### src/rtl/reg_bank_shift_pkg.sv
`default_nettype none
// reg_bank_pkg: flag bit positions, control FSM states and a flag packing helper.
// Revision: 1.0
package reg_bank_pkg;

  localparam int FLAG_S = 0;
  localparam int FLAG_C = 1;
  localparam int FLAG_Z = 2;
  localparam int FLAG_N = 3;

  typedef enum logic [0:0] {
    IDLE  = 1'b0,
    SHIFT = 1'b1
  } state_t;

  function automatic logic [3:0] mk_flags(input logic n, input logic z,
                                          input logic c, input logic s);
    logic [3:0] f;
    f         = '0;
    f[FLAG_N] = n;
    f[FLAG_Z] = z;
    f[FLAG_C] = c;
    f[FLAG_S] = s;
    return f;
  endfunction

endpackage
`default_nettype wire

### src/rtl/reg_bank_shift_if.sv
`default_nettype none
// reg_bank_shift_if: write/read/shift bus of the register bank.
// Revision: 1.0
interface reg_bank_shift_if #(
  parameter int WIDTH = 32,
  parameter int DEPTH = 4
);
  localparam int AW = $clog2(DEPTH);
  localparam int SW = $clog2(WIDTH) + 1;

  logic             wr_en;
  logic [AW-1:0]    wr_addr;
  logic [WIDTH-1:0] wr_data;
  logic [AW-1:0]    rd_addr_a;
  logic [AW-1:0]    rd_addr_b;
  logic [WIDTH-1:0] rd_data_a;
  logic [WIDTH-1:0] rd_data_b;
  logic             shift_start;
  logic [AW-1:0]    shift_addr;
  logic [SW-1:0]    shift_amt;
  logic             shift_arith;
  logic             busy;
  logic             done;
  logic [3:0]       flags;

  modport slave (
    input  wr_en, wr_addr, wr_data, rd_addr_a, rd_addr_b,
           shift_start, shift_addr, shift_amt, shift_arith,
    output rd_data_a, rd_data_b, busy, done, flags
  );

  modport master (
    output wr_en, wr_addr, wr_data, rd_addr_a, rd_addr_b,
           shift_start, shift_addr, shift_amt, shift_arith,
    input  rd_data_a, rd_data_b, busy, done, flags
  );
endinterface
`default_nettype wire

### src/rtl/reg_bank_shift_ctrl.sv
`default_nettype none
// reg_bank_shift_ctrl: shift sequencer -- counter, latched target/mode, busy/done.
// Revision: 1.0
module reg_bank_shift_ctrl
  import reg_bank_pkg::*;
#(
  parameter int WIDTH = 32,
  parameter int AW    = 2,
  parameter int SW    = 6
) (
  input  wire logic          clk,
  input  wire logic          reset,
  input  wire logic          i_start,
  input  wire logic [AW-1:0] i_addr,
  input  wire logic [SW-1:0] i_amt,
  input  wire logic          i_arith,
  output logic               o_busy,
  output logic               o_done,
  output logic               o_accept,
  output logic               o_zero,
  output logic               o_step,
  output logic               o_last,
  output logic [AW-1:0]      o_addr,
  output logic               o_arith
);

  localparam logic [SW-1:0] c_width = SW'(WIDTH);

  state_t        r_state;
  state_t        w_next;
  logic [SW-1:0] r_cnt;
  logic [AW-1:0] r_addr;
  logic          r_arith;
  logic          r_done;
  logic [SW-1:0] w_amt_sat;

  assign w_amt_sat = (i_amt > c_width) ? c_width : i_amt;

  always_ff @(posedge clk) begin
    if (reset) r_state <= IDLE;
    else       r_state <= w_next;
  end

  always_comb begin
    w_next   = r_state;
    o_accept = 1'b0;
    o_zero   = 1'b0;
    o_step   = 1'b0;
    o_last   = 1'b0;
    case (r_state)
      IDLE: begin
        if (i_start) begin
          o_accept = 1'b1;
          if (w_amt_sat != '0) w_next = SHIFT;
          else                 o_zero = 1'b1;
        end
      end
      SHIFT: begin
        o_step = 1'b1;
        if (r_cnt == SW'(1)) begin
          o_last = 1'b1;
          w_next = IDLE;
        end
      end
      default: w_next = IDLE;
    endcase
  end

  always_ff @(posedge clk) begin
    if (reset) begin
      r_cnt   <= '0;
      r_addr  <= '0;
      r_arith <= 1'b0;
      r_done  <= 1'b0;
    end else begin
      r_done <= o_last | o_zero;
      if (o_accept) begin
        r_addr  <= i_addr;
        r_arith <= i_arith;
        r_cnt   <= w_amt_sat;
      end else if (o_step) begin
        r_cnt <= r_cnt - SW'(1);
      end
    end
  end

  assign o_busy  = (r_state == SHIFT);
  assign o_done  = r_done;
  assign o_addr  = r_addr;
  assign o_arith = r_arith;

endmodule
`default_nettype wire

### src/rtl/reg_bank_shift.sv
`default_nettype none
// reg_bank_shift: DEPTH x WIDTH register bank with bit-serial in-place right shift and NZCS flags.
// Revision: 1.0
module reg_bank_shift
  import reg_bank_pkg::*;
#(
  parameter int WIDTH = 32,
  parameter int DEPTH = 4
) (
  input  wire logic      clk,
  input  wire logic      reset,
  reg_bank_shift_if.slave bus_if
);

  localparam int            AW      = $clog2(DEPTH);
  localparam int            SW      = $clog2(WIDTH) + 1;
  localparam logic [AW:0]   c_depth = (AW+1)'(DEPTH);

  logic [WIDTH-1:0] r_regs [DEPTH];
  logic [3:0]       r_flags;
  logic             r_acc_s;

  logic             w_busy, w_done, w_accept, w_zero, w_step, w_last, w_arith;
  logic [AW-1:0]    w_tgt_addr;
  logic             w_wr_in, w_rda_in, w_rdb_in, w_tgt_in, w_sa_in;
  logic             w_wr_hit;
  logic [WIDTH-1:0] w_tgt, w_shifted, w_zsrc;
  logic             w_out;

  reg_bank_shift_ctrl #(
    .WIDTH (WIDTH),
    .AW    (AW),
    .SW    (SW)
  ) u_ctrl (
    .clk      (clk),
    .reset    (reset),
    .i_start  (bus_if.shift_start),
    .i_addr   (bus_if.shift_addr),
    .i_amt    (bus_if.shift_amt),
    .i_arith  (bus_if.shift_arith),
    .o_busy   (w_busy),
    .o_done   (w_done),
    .o_accept (w_accept),
    .o_zero   (w_zero),
    .o_step   (w_step),
    .o_last   (w_last),
    .o_addr   (w_tgt_addr),
    .o_arith  (w_arith)
  );

  assign w_wr_in  = {1'b0, bus_if.wr_addr}    < c_depth;
  assign w_rda_in = {1'b0, bus_if.rd_addr_a}  < c_depth;
  assign w_rdb_in = {1'b0, bus_if.rd_addr_b}  < c_depth;
  assign w_tgt_in = {1'b0, w_tgt_addr}        < c_depth;
  assign w_sa_in  = {1'b0, bus_if.shift_addr} < c_depth;

  // The register being shifted is locked against writes until the shift completes.
  assign w_wr_hit = bus_if.wr_en && w_wr_in &&
                    !(w_busy && (bus_if.wr_addr == w_tgt_addr));

  assign w_tgt     = w_tgt_in ? r_regs[w_tgt_addr] : '0;
  assign w_out     = w_tgt[0];
  assign w_shifted = {w_arith & w_tgt[WIDTH-1], w_tgt[WIDTH-1:1]};

  // Zero-length shift reports on the value the target holds after this edge's write.
  assign w_zsrc = (w_wr_hit && (bus_if.wr_addr == bus_if.shift_addr)) ? bus_if.wr_data :
                  (w_sa_in ? r_regs[bus_if.shift_addr] : '0);

  always_ff @(posedge clk) begin
    if (reset) begin
      for (int i = 0; i < DEPTH; i++) r_regs[i] <= '0;
    end else begin
      for (int i = 0; i < DEPTH; i++) begin
        if (w_step && w_tgt_in && (AW'(i) == w_tgt_addr))
          r_regs[i] <= w_shifted;
        else if (w_wr_hit && (AW'(i) == bus_if.wr_addr))
          r_regs[i] <= bus_if.wr_data;
      end
    end
  end

  always_ff @(posedge clk) begin
    if (reset)         r_acc_s <= 1'b0;
    else if (w_accept) r_acc_s <= 1'b0;
    else if (w_step)   r_acc_s <= r_acc_s | w_out;
  end

  always_ff @(posedge clk) begin
    if (reset)
      r_flags <= '0;
    else if (w_zero)
      r_flags <= mk_flags(w_zsrc[WIDTH-1], w_zsrc == '0, 1'b0, 1'b0);
    else if (w_last)
      r_flags <= mk_flags(w_shifted[WIDTH-1], w_shifted == '0, w_out, r_acc_s | w_out);
    else if (w_wr_hit)
      r_flags <= mk_flags(bus_if.wr_data[WIDTH-1], bus_if.wr_data == '0, 1'b0, 1'b0);
  end

  assign bus_if.rd_data_a = w_rda_in ? r_regs[bus_if.rd_addr_a] : '0;
  assign bus_if.rd_data_b = w_rdb_in ? r_regs[bus_if.rd_addr_b] : '0;
  assign bus_if.busy      = w_busy;
  assign bus_if.done      = w_done;
  assign bus_if.flags     = r_flags;

endmodule
`default_nettype wire
### src/flat_wrapper.sv
// flat-port wrapper written by rule: the top's interface ports become plain ports
module reg_bank_shift_flat import reg_bank_pkg::*;
#(
  parameter int WIDTH = 32,
  parameter int DEPTH = 4
)
  (clk, reset, bus_if_wr_en, bus_if_wr_addr, bus_if_wr_data, bus_if_rd_addr_a, bus_if_rd_addr_b, bus_if_shift_start, bus_if_shift_addr, bus_if_shift_amt, bus_if_shift_arith, bus_if_rd_data_a, bus_if_rd_data_b, bus_if_busy, bus_if_done, bus_if_flags);
  reg_bank_shift_if #(.WIDTH(WIDTH), .DEPTH(DEPTH)) bus_if_i ();
  input  wire logic clk;
  input  wire logic reset;
  input wire logic [$bits(bus_if_i.wr_en)-1:0] bus_if_wr_en;
  input wire logic [$bits(bus_if_i.wr_addr)-1:0] bus_if_wr_addr;
  input wire logic [$bits(bus_if_i.wr_data)-1:0] bus_if_wr_data;
  input wire logic [$bits(bus_if_i.rd_addr_a)-1:0] bus_if_rd_addr_a;
  input wire logic [$bits(bus_if_i.rd_addr_b)-1:0] bus_if_rd_addr_b;
  input wire logic [$bits(bus_if_i.shift_start)-1:0] bus_if_shift_start;
  input wire logic [$bits(bus_if_i.shift_addr)-1:0] bus_if_shift_addr;
  input wire logic [$bits(bus_if_i.shift_amt)-1:0] bus_if_shift_amt;
  input wire logic [$bits(bus_if_i.shift_arith)-1:0] bus_if_shift_arith;
  output wire logic [$bits(bus_if_i.rd_data_a)-1:0] bus_if_rd_data_a;
  output wire logic [$bits(bus_if_i.rd_data_b)-1:0] bus_if_rd_data_b;
  output wire logic [$bits(bus_if_i.busy)-1:0] bus_if_busy;
  output wire logic [$bits(bus_if_i.done)-1:0] bus_if_done;
  output wire logic [$bits(bus_if_i.flags)-1:0] bus_if_flags;
  assign bus_if_i.wr_en = bus_if_wr_en;
  assign bus_if_i.wr_addr = bus_if_wr_addr;
  assign bus_if_i.wr_data = bus_if_wr_data;
  assign bus_if_i.rd_addr_a = bus_if_rd_addr_a;
  assign bus_if_i.rd_addr_b = bus_if_rd_addr_b;
  assign bus_if_i.shift_start = bus_if_shift_start;
  assign bus_if_i.shift_addr = bus_if_shift_addr;
  assign bus_if_i.shift_amt = bus_if_shift_amt;
  assign bus_if_i.shift_arith = bus_if_shift_arith;
  assign bus_if_rd_data_a = bus_if_i.rd_data_a;
  assign bus_if_rd_data_b = bus_if_i.rd_data_b;
  assign bus_if_busy = bus_if_i.busy;
  assign bus_if_done = bus_if_i.done;
  assign bus_if_flags = bus_if_i.flags;
  reg_bank_shift #(.WIDTH(WIDTH), .DEPTH(DEPTH)) u_core (.clk(clk), .reset(reset), .bus_if(bus_if_i));
endmodule
### config.mk
export PLATFORM = sky130hd
export DESIGN_NAME = reg_bank_shift_flat
export DESIGN_NICKNAME = d
export VERILOG_FILES = /design/src/rtl/reg_bank_shift_pkg.sv /design/src/rtl/reg_bank_shift_if.sv /design/src/rtl/reg_bank_shift_ctrl.sv /design/src/rtl/reg_bank_shift.sv /design/src/flat_wrapper.sv
export SDC_FILE = /design/constraint.sdc
export NUM_CORES = 1
export LEC_CHECK = 0
export CELL_PAD_IN_SITES_DETAIL_PLACEMENT = 1
export CELL_PAD_IN_SITES_GLOBAL_PLACEMENT = 2
export CORE_MARGIN = 1.5
export CORE_UTILIZATION = 42
export CTS_CLUSTER_DIAMETER = 120
export DETAILED_ROUTE_END_ITERATION = 10
export HOLD_SLACK_MARGIN = 0.03
export PLACE_DENSITY = 0.86
export SLEW_MARGIN = 20
export SYNTH_ARGS = -nofsm -noshare
export SYNTH_HDL_FRONTEND = slang
export SYNTH_SLANG_ARGS = --single-unit
### constraint.sdc
create_clock -name clk -period 4.95 [get_ports clk]
set_input_delay 1.2375 -clock clk [delete_from_list [all_inputs] [get_ports clk]]
set_output_delay 1.2375 -clock clk [all_outputs]
set_load 0.01 [all_outputs]
==> report_table.html <==
<table>
<tr><th>Metric</th><th>Value</th></tr>
<tr><th colspan="2">Outcome</th></tr>
<tr><td>Status</td><td>finished clean</td></tr>
<tr><th colspan="2">Clocking</th></tr>
<tr><td>Clock latency reported for the late side of the worst-skew pair</td><td>0.43 ns</td></tr>
<tr><td>Post-CTS clock slew at the launch and capture registers of the worst setup and hold paths</td><td>0.06 ns</td></tr>
<tr><td>Post-CTS Repair Setup Buffers</td><td>0</td></tr>
<tr><td>Root buf cell</td><td>sky130_fd_sc_hd__clkbuf_16</td></tr>
<tr><td>Post-CTS sizing</td><td>0</td></tr>
<tr><td>Number of buffers added to fix hold violations after cts</td><td>0</td></tr>
<tr><td>Clock tree from TritonCTS</td><td>yes</td></tr>
<tr><td>Number of buffers created by CTS</td><td>17</td></tr>
<tr><td>Buffer depth of the longest clock path</td><td>2</td></tr>
<tr><td>Count of H-tree levels built during CTS</td><td>4</td></tr>
<tr><td>TritonCTS sink count</td><td>146</td></tr>
<tr><th colspan="2">Floorplanning</th></tr>
<tr><td>Ports placed on the boundary</td><td>121</td></tr>
<tr><td>Starting Density</td><td>43.3%</td></tr>
<tr><td>Width of the die</td><td>148 um</td></tr>
<tr><td>Height of the die</td><td>148 um</td></tr>
<tr><td>DIE AREA</td><td>21900 um2</td></tr>
<tr><td>Area of the placeable core</td><td>20400 um2</td></tr>
<tr><td>Number of rows in the core area</td><td>52</td></tr>
<tr><th colspan="2">Yosys</th></tr>
<tr><td>Async set or reset register ratio after synthesis</td><td>0%</td></tr>
<tr><td>Syn_nets</td><td>662</td></tr>
<tr><td>Post-synthesis share of cell area spent on full adders, half adders and majority gates</td><td>0.283%</td></tr>
<tr><td>EDFF count, synth</td><td>128</td></tr>
<tr><td>Cell Area, Synth</td><td>8840 um2</td></tr>
<tr><td>Number of register bits inferred by synthesis</td><td>146</td></tr>
<tr><td>Combinational family with the most area after synthesis</td><td>multiplexers</td></tr>
<tr><td>Compound-Gate Fraction of Synth Area</td><td>15.1%</td></tr>
<tr><td>Prevailing post-synth register cell</td><td>sky130_fd_sc_hd__edfxtp_1</td></tr>
<tr><td>Synthesized-area fraction occupied by and/or/nand/nor cells</td><td>8.42%</td></tr>
<tr><td>Syn. warnings</td><td>0</td></tr>
<tr><td>Post-Synthesis Mean Instance Area</td><td>14.5 um2</td></tr>
<tr><td>Instance count of the mapped netlist</td><td>609</td></tr>
<tr><td>Mux cell area share after synthesis</td><td>25.1%</td></tr>
<tr><td>XOR/XNOR Fraction of Synth Area</td><td>0.694%</td></tr>
<tr><td>Synth unique cells</td><td>44</td></tr>
<tr><td>Seq/Total Area, Yosys</td><td>47.6%</td></tr>
<tr><th colspan="2">Power and ir drop</th></tr>
<tr><td>Power per Cell Area</td><td>329 nW/um2</td></tr>
<tr><td>VDD IR-drop max</td><td>0.000244 V</td></tr>
<tr><td>Static Leakage</td><td>3.72 nW</td></tr>
<tr><td>Total power draw</td><td>3.63 mW</td></tr>
<tr><th colspan="2">Critical path</th></tr>
<tr><td>List of cells traversed by the critical path</td><td>clkdlybuf4s50_1 -&gt; buf_12 -&gt; mux4_2 -&gt; clkdlybuf4s50_1</td></tr>
<tr><td>WS Path Type</td><td>in -&gt; out</td></tr>
<tr><td>CP max-delay cell</td><td>sky130_fd_sc_hd__clkdlybuf4s50_1</td></tr>
<tr><td>Maximum net fanout on the critical path</td><td>32</td></tr>
<tr><td>Data arrival, critical path</td><td>2.91 ns</td></tr>
<tr><td>Stage delay of the slowest cell on the critical path</td><td>0.52 ns</td></tr>
<tr><td>Sum of buffers and inverters on the critical path</td><td>3</td></tr>
<tr><td>Cell family with most CP delay</td><td>buffers and inverters</td></tr>
<tr><td>Most repeated library cell on the critical path</td><td>sky130_fd_sc_hd__clkdlybuf4s50_1</td></tr>
<tr><td>Worst EP required</td><td>3.71 ns</td></tr>
<tr><td>Critical Path End Type</td><td>output port</td></tr>
<tr><td>Critical path startpoint category</td><td>input port</td></tr>
<tr><th colspan="2">STA</th></tr>
<tr><td>Count of pins over their slew limit</td><td>0</td></tr>
<tr><td>Normalized max-slew margin</td><td>38.5%</td></tr>
<tr><td>Final Hold Fails</td><td>0</td></tr>
<tr><td>Unrepaired setup endpoints after global routing</td><td>no</td></tr>
<tr><td>Total negative setup slack</td><td>0 ns</td></tr>
<tr><td>Measured slew at the worst slew-check pin</td><td>0.914 ns</td></tr>
<tr><td>Layout Skew</td><td>0.0106 ns</td></tr>
<tr><td>Final critical delay including setup and external delays</td><td>4.15 ns</td></tr>
<tr><td>Share of the clock period used by the worst path</td><td>83.8%</td></tr>
<tr><td>Peak clock frequency supported by timing</td><td>241 MHz</td></tr>
<tr><td>Final setup viols</td><td>0</td></tr>
<tr><td>Worst hold slack after final layout</td><td>0.515 ns</td></tr>
<tr><th colspan="2">Cells and area</th></tr>
<tr><td>Post-Layout Inst Area</td><td>11000 um2</td></tr>
<tr><td>Share of final-layout standard cells stronger than drive strength 1</td><td>22.5%</td></tr>
<tr><td>Fill cell instance count of the final layout</td><td>1990</td></tr>
<tr><td>Non-filler cells, final</td><td>999</td></tr>
<tr><td>Multi-input gate area in the final layout</td><td>4410 um2</td></tr>
<tr><td>Footprint of the flip-flops and latches</td><td>4210 um2</td></tr>
<tr><td>Net count of the finished layout</td><td>769</td></tr>
<tr><td>Area growth, synth to finish</td><td>25.0%</td></tr>
<tr><th colspan="2">Placement</th></tr>
<tr><td>Total instance count after detailed placement</td><td>967</td></tr>
<tr><td>Routability Congestion</td><td>0.864</td></tr>
<tr><td>Port buffer count</td><td>120</td></tr>
<tr><td>Detailed-placement wirelength estimate</td><td>21100 um</td></tr>
<tr><td>Instance area after placement</td><td>10400 um2</td></tr>
<tr><th colspan="2">Detailed routing</th></tr>
<tr><td>Number of iterations in the first detailed-routing pass</td><td>5</td></tr>
<tr><td>Drt initial violations</td><td>777</td></tr>
<tr><td>Count of nets left with antenna violations after detail routing</td><td>0</td></tr>
<tr><td>Final wirelength</td><td>31200 um</td></tr>
<tr><td>Vias/cell</td><td>7.21</td></tr>
<tr><td>Average wire length per cell after detail routing</td><td>31.2 um</td></tr>
<tr><td>Via count</td><td>7204</td></tr>
<tr><td>DRC errors left</td><td>0</td></tr>
<tr><th colspan="2">Job</th></tr>
<tr><td># Max-Cap Violations</td><td>0</td></tr>
<tr><th colspan="2">Global route</th></tr>
<tr><td>First-pass GRT wire length</td><td>47200 um</td></tr>
<tr><td>Maximum number of pins on one net before global-route repair</td><td>33</td></tr>
<tr><td>Global route overflow</td><td>0</td></tr>
<tr><td>Antenna violations before repair</td><td>1</td></tr>
<tr><td>GRT Overall Usage</td><td>29.4%</td></tr>
<tr><td>Via count of the first global-routing pass</td><td>7483</td></tr>
<tr><th colspan="2">Worst hold path</th></tr>
<tr><td>Path category of the worst min-delay check</td><td>reg -&gt; reg</td></tr>
</table>
cell usage after synthesis, drive strengths merged (3+ instances only):
library cell | number | area share (%)
buf | 19 | 1.0
dfxtp | 18 | 4.1
o21ai | 3 | 0.17
a211oi | 7 | 0.59
nor3 | 12 | 0.68
a32o | 4 | 0.45
nand2 | 20 | 0.85
nand4 | 7 | 0.50
nand3b | 3 | 0.25
xor2 | 6 | 0.59
or4 | 4 | 0.34
a21oi | 6 | 0.34
inv | 7 | 0.30
a22o | 124 | 12
nor4b | 4 | 0.47
nand3 | 9 | 0.51
edfxtp | 128 | 43
clkbuf | 37 | 1.6
nor2 | 23 | 0.98
nor4 | 42 | 3.0
o22ai | 3 | 0.21
mux4 | 98 | 25
or3 | 5 | 0.35
sequential cells by signal, summed over array words and instances, names as in the netlist, named ones only:
name                   cells
u_core.u_ctrl.o_done       1
u_core.u_ctrl.o_arith      1
u_core.r_acc_s             1
u_core.u_ctrl.r_cnt        6
u_core.u_ctrl.o_busy       1
u_core.r_regs            128
u_core.bus_if.flags        4
u_core.u_ctrl.o_addr       2
layout by cell type, fill, tap and decap left out, types with 4 or more instances in the layout:
master and instances:
sky130_fd_sc_hd__xor2_1 6, sky130_fd_sc_hd__bufinv_16 4, sky130_fd_sc_hd__nor3_1 9, sky130_fd_sc_hd__edfxtp_1 128, sky130_fd_sc_hd__mux4_2 98, sky130_fd_sc_hd__nand3_1 9, sky130_fd_sc_hd__nand2_1 20, sky130_fd_sc_hd__buf_12 6
sky130_fd_sc_hd__inv_1 7, sky130_fd_sc_hd__dfxtp_1 17, sky130_fd_sc_hd__or4_1 4, sky130_fd_sc_hd__a32o_1 4, sky130_fd_sc_hd__a21oi_1 6, sky130_fd_sc_hd__nor2_1 19, sky130_fd_sc_hd__a22o_1 124, sky130_fd_sc_hd__buf_4 18
sky130_fd_sc_hd__clkbuf_16 17, sky130_fd_sc_hd__or3_1 5, sky130_fd_sc_hd__a211oi_1 7, sky130_fd_sc_hd__clkdlybuf4s50_1 118, sky130_fd_sc_hd__clkinv_4 4, sky130_fd_sc_hd__nor4_1 42, sky130_fd_sc_hd__nand4_1 7, sky130_fd_sc_hd__nor2_2 4
kinds of logic (layout without fill, tap and decap cells):
family | after synthesis | count (layout)
flip-flops | 146 | 146
XOR/XNOR | 7 | 7
AND/OR/NAND/NOR | 135 | 135
AO/OA/AOI/OAI | 157 | 157
other | 0 | 1
buffers and inverters | 63 | 182
multiplexers | 99 | 99
adder cells (fa/ha/maj) | 2 | 2
worst register-to-register path, delay by kind of cell, from the launching register on:
kind	cells	cell delay, ns
flip-flops	1	0.87
buffers and inverters	1	0.43
multiplexers	1	0.63
AND/OR/NAND/NOR	2	1.05
AO/OA/AOI/OAI	2	0.37
final cells by class:
class,count,area share (%)
Tap cell,270,3.06
Clock buffer,18,3.88
Antenna cell,1,0.0227
Clock inverter,13,1.68
Inverter,7,0.238
Multi-Input combinational cell,400,40.0
Timing Repair Buffer,144,13.1
Sequential cell,146,38.1
where the power goes:
group	total, mW	switching [mW]	internal (mW)
clock	1.37	0.530	0.841
sequential	1.55	0.116	1.44
combinational	0.709	0.348	0.361
total	3.63	0.994	2.64
through the flow:
stage / utilization, % / worst slack [ns]
2_1_floorplan: - / 1.11
3_3_place_gp: 51.1 / 0.810
3_5_place_dp: 51.1 / 0.792
4_1_cts: 54.1 / 0.797
5_1_grt: 54.1 / 0.763
6_report: 54.1 / 0.801
final timing paths:
path                                        from                             endpoint  slack [ns]  cells past startpoint
max                          bus_if_rd_addr_b[1]                 bus_if_rd_data_b[24]        0.80                      4
max reg2reg                                 flop  u_core.bus_if.flags[2]$_SDFFE_PP0P_        1.50                      6
min          u_core.bus_if.flags[1]$_SDFFE_PP0P_  u_core.bus_if.flags[1]$_SDFFE_PP0P_        0.52                      2
min reg2reg  u_core.bus_if.flags[1]$_SDFFE_PP0P_  u_core.bus_if.flags[1]$_SDFFE_PP0P_        0.52                      2
metal layers:
metal  vias to the layer above  GRT usage [%]  wire length, um
li1                       2895              -                -
met1                      3758           38.5            12000
met2                       493           48.8            15600
met3                        58           5.43             2930
met4                         0           11.2              711
met5                         -              0                0
Note: power is estimated with default switching activity, not from simulation.
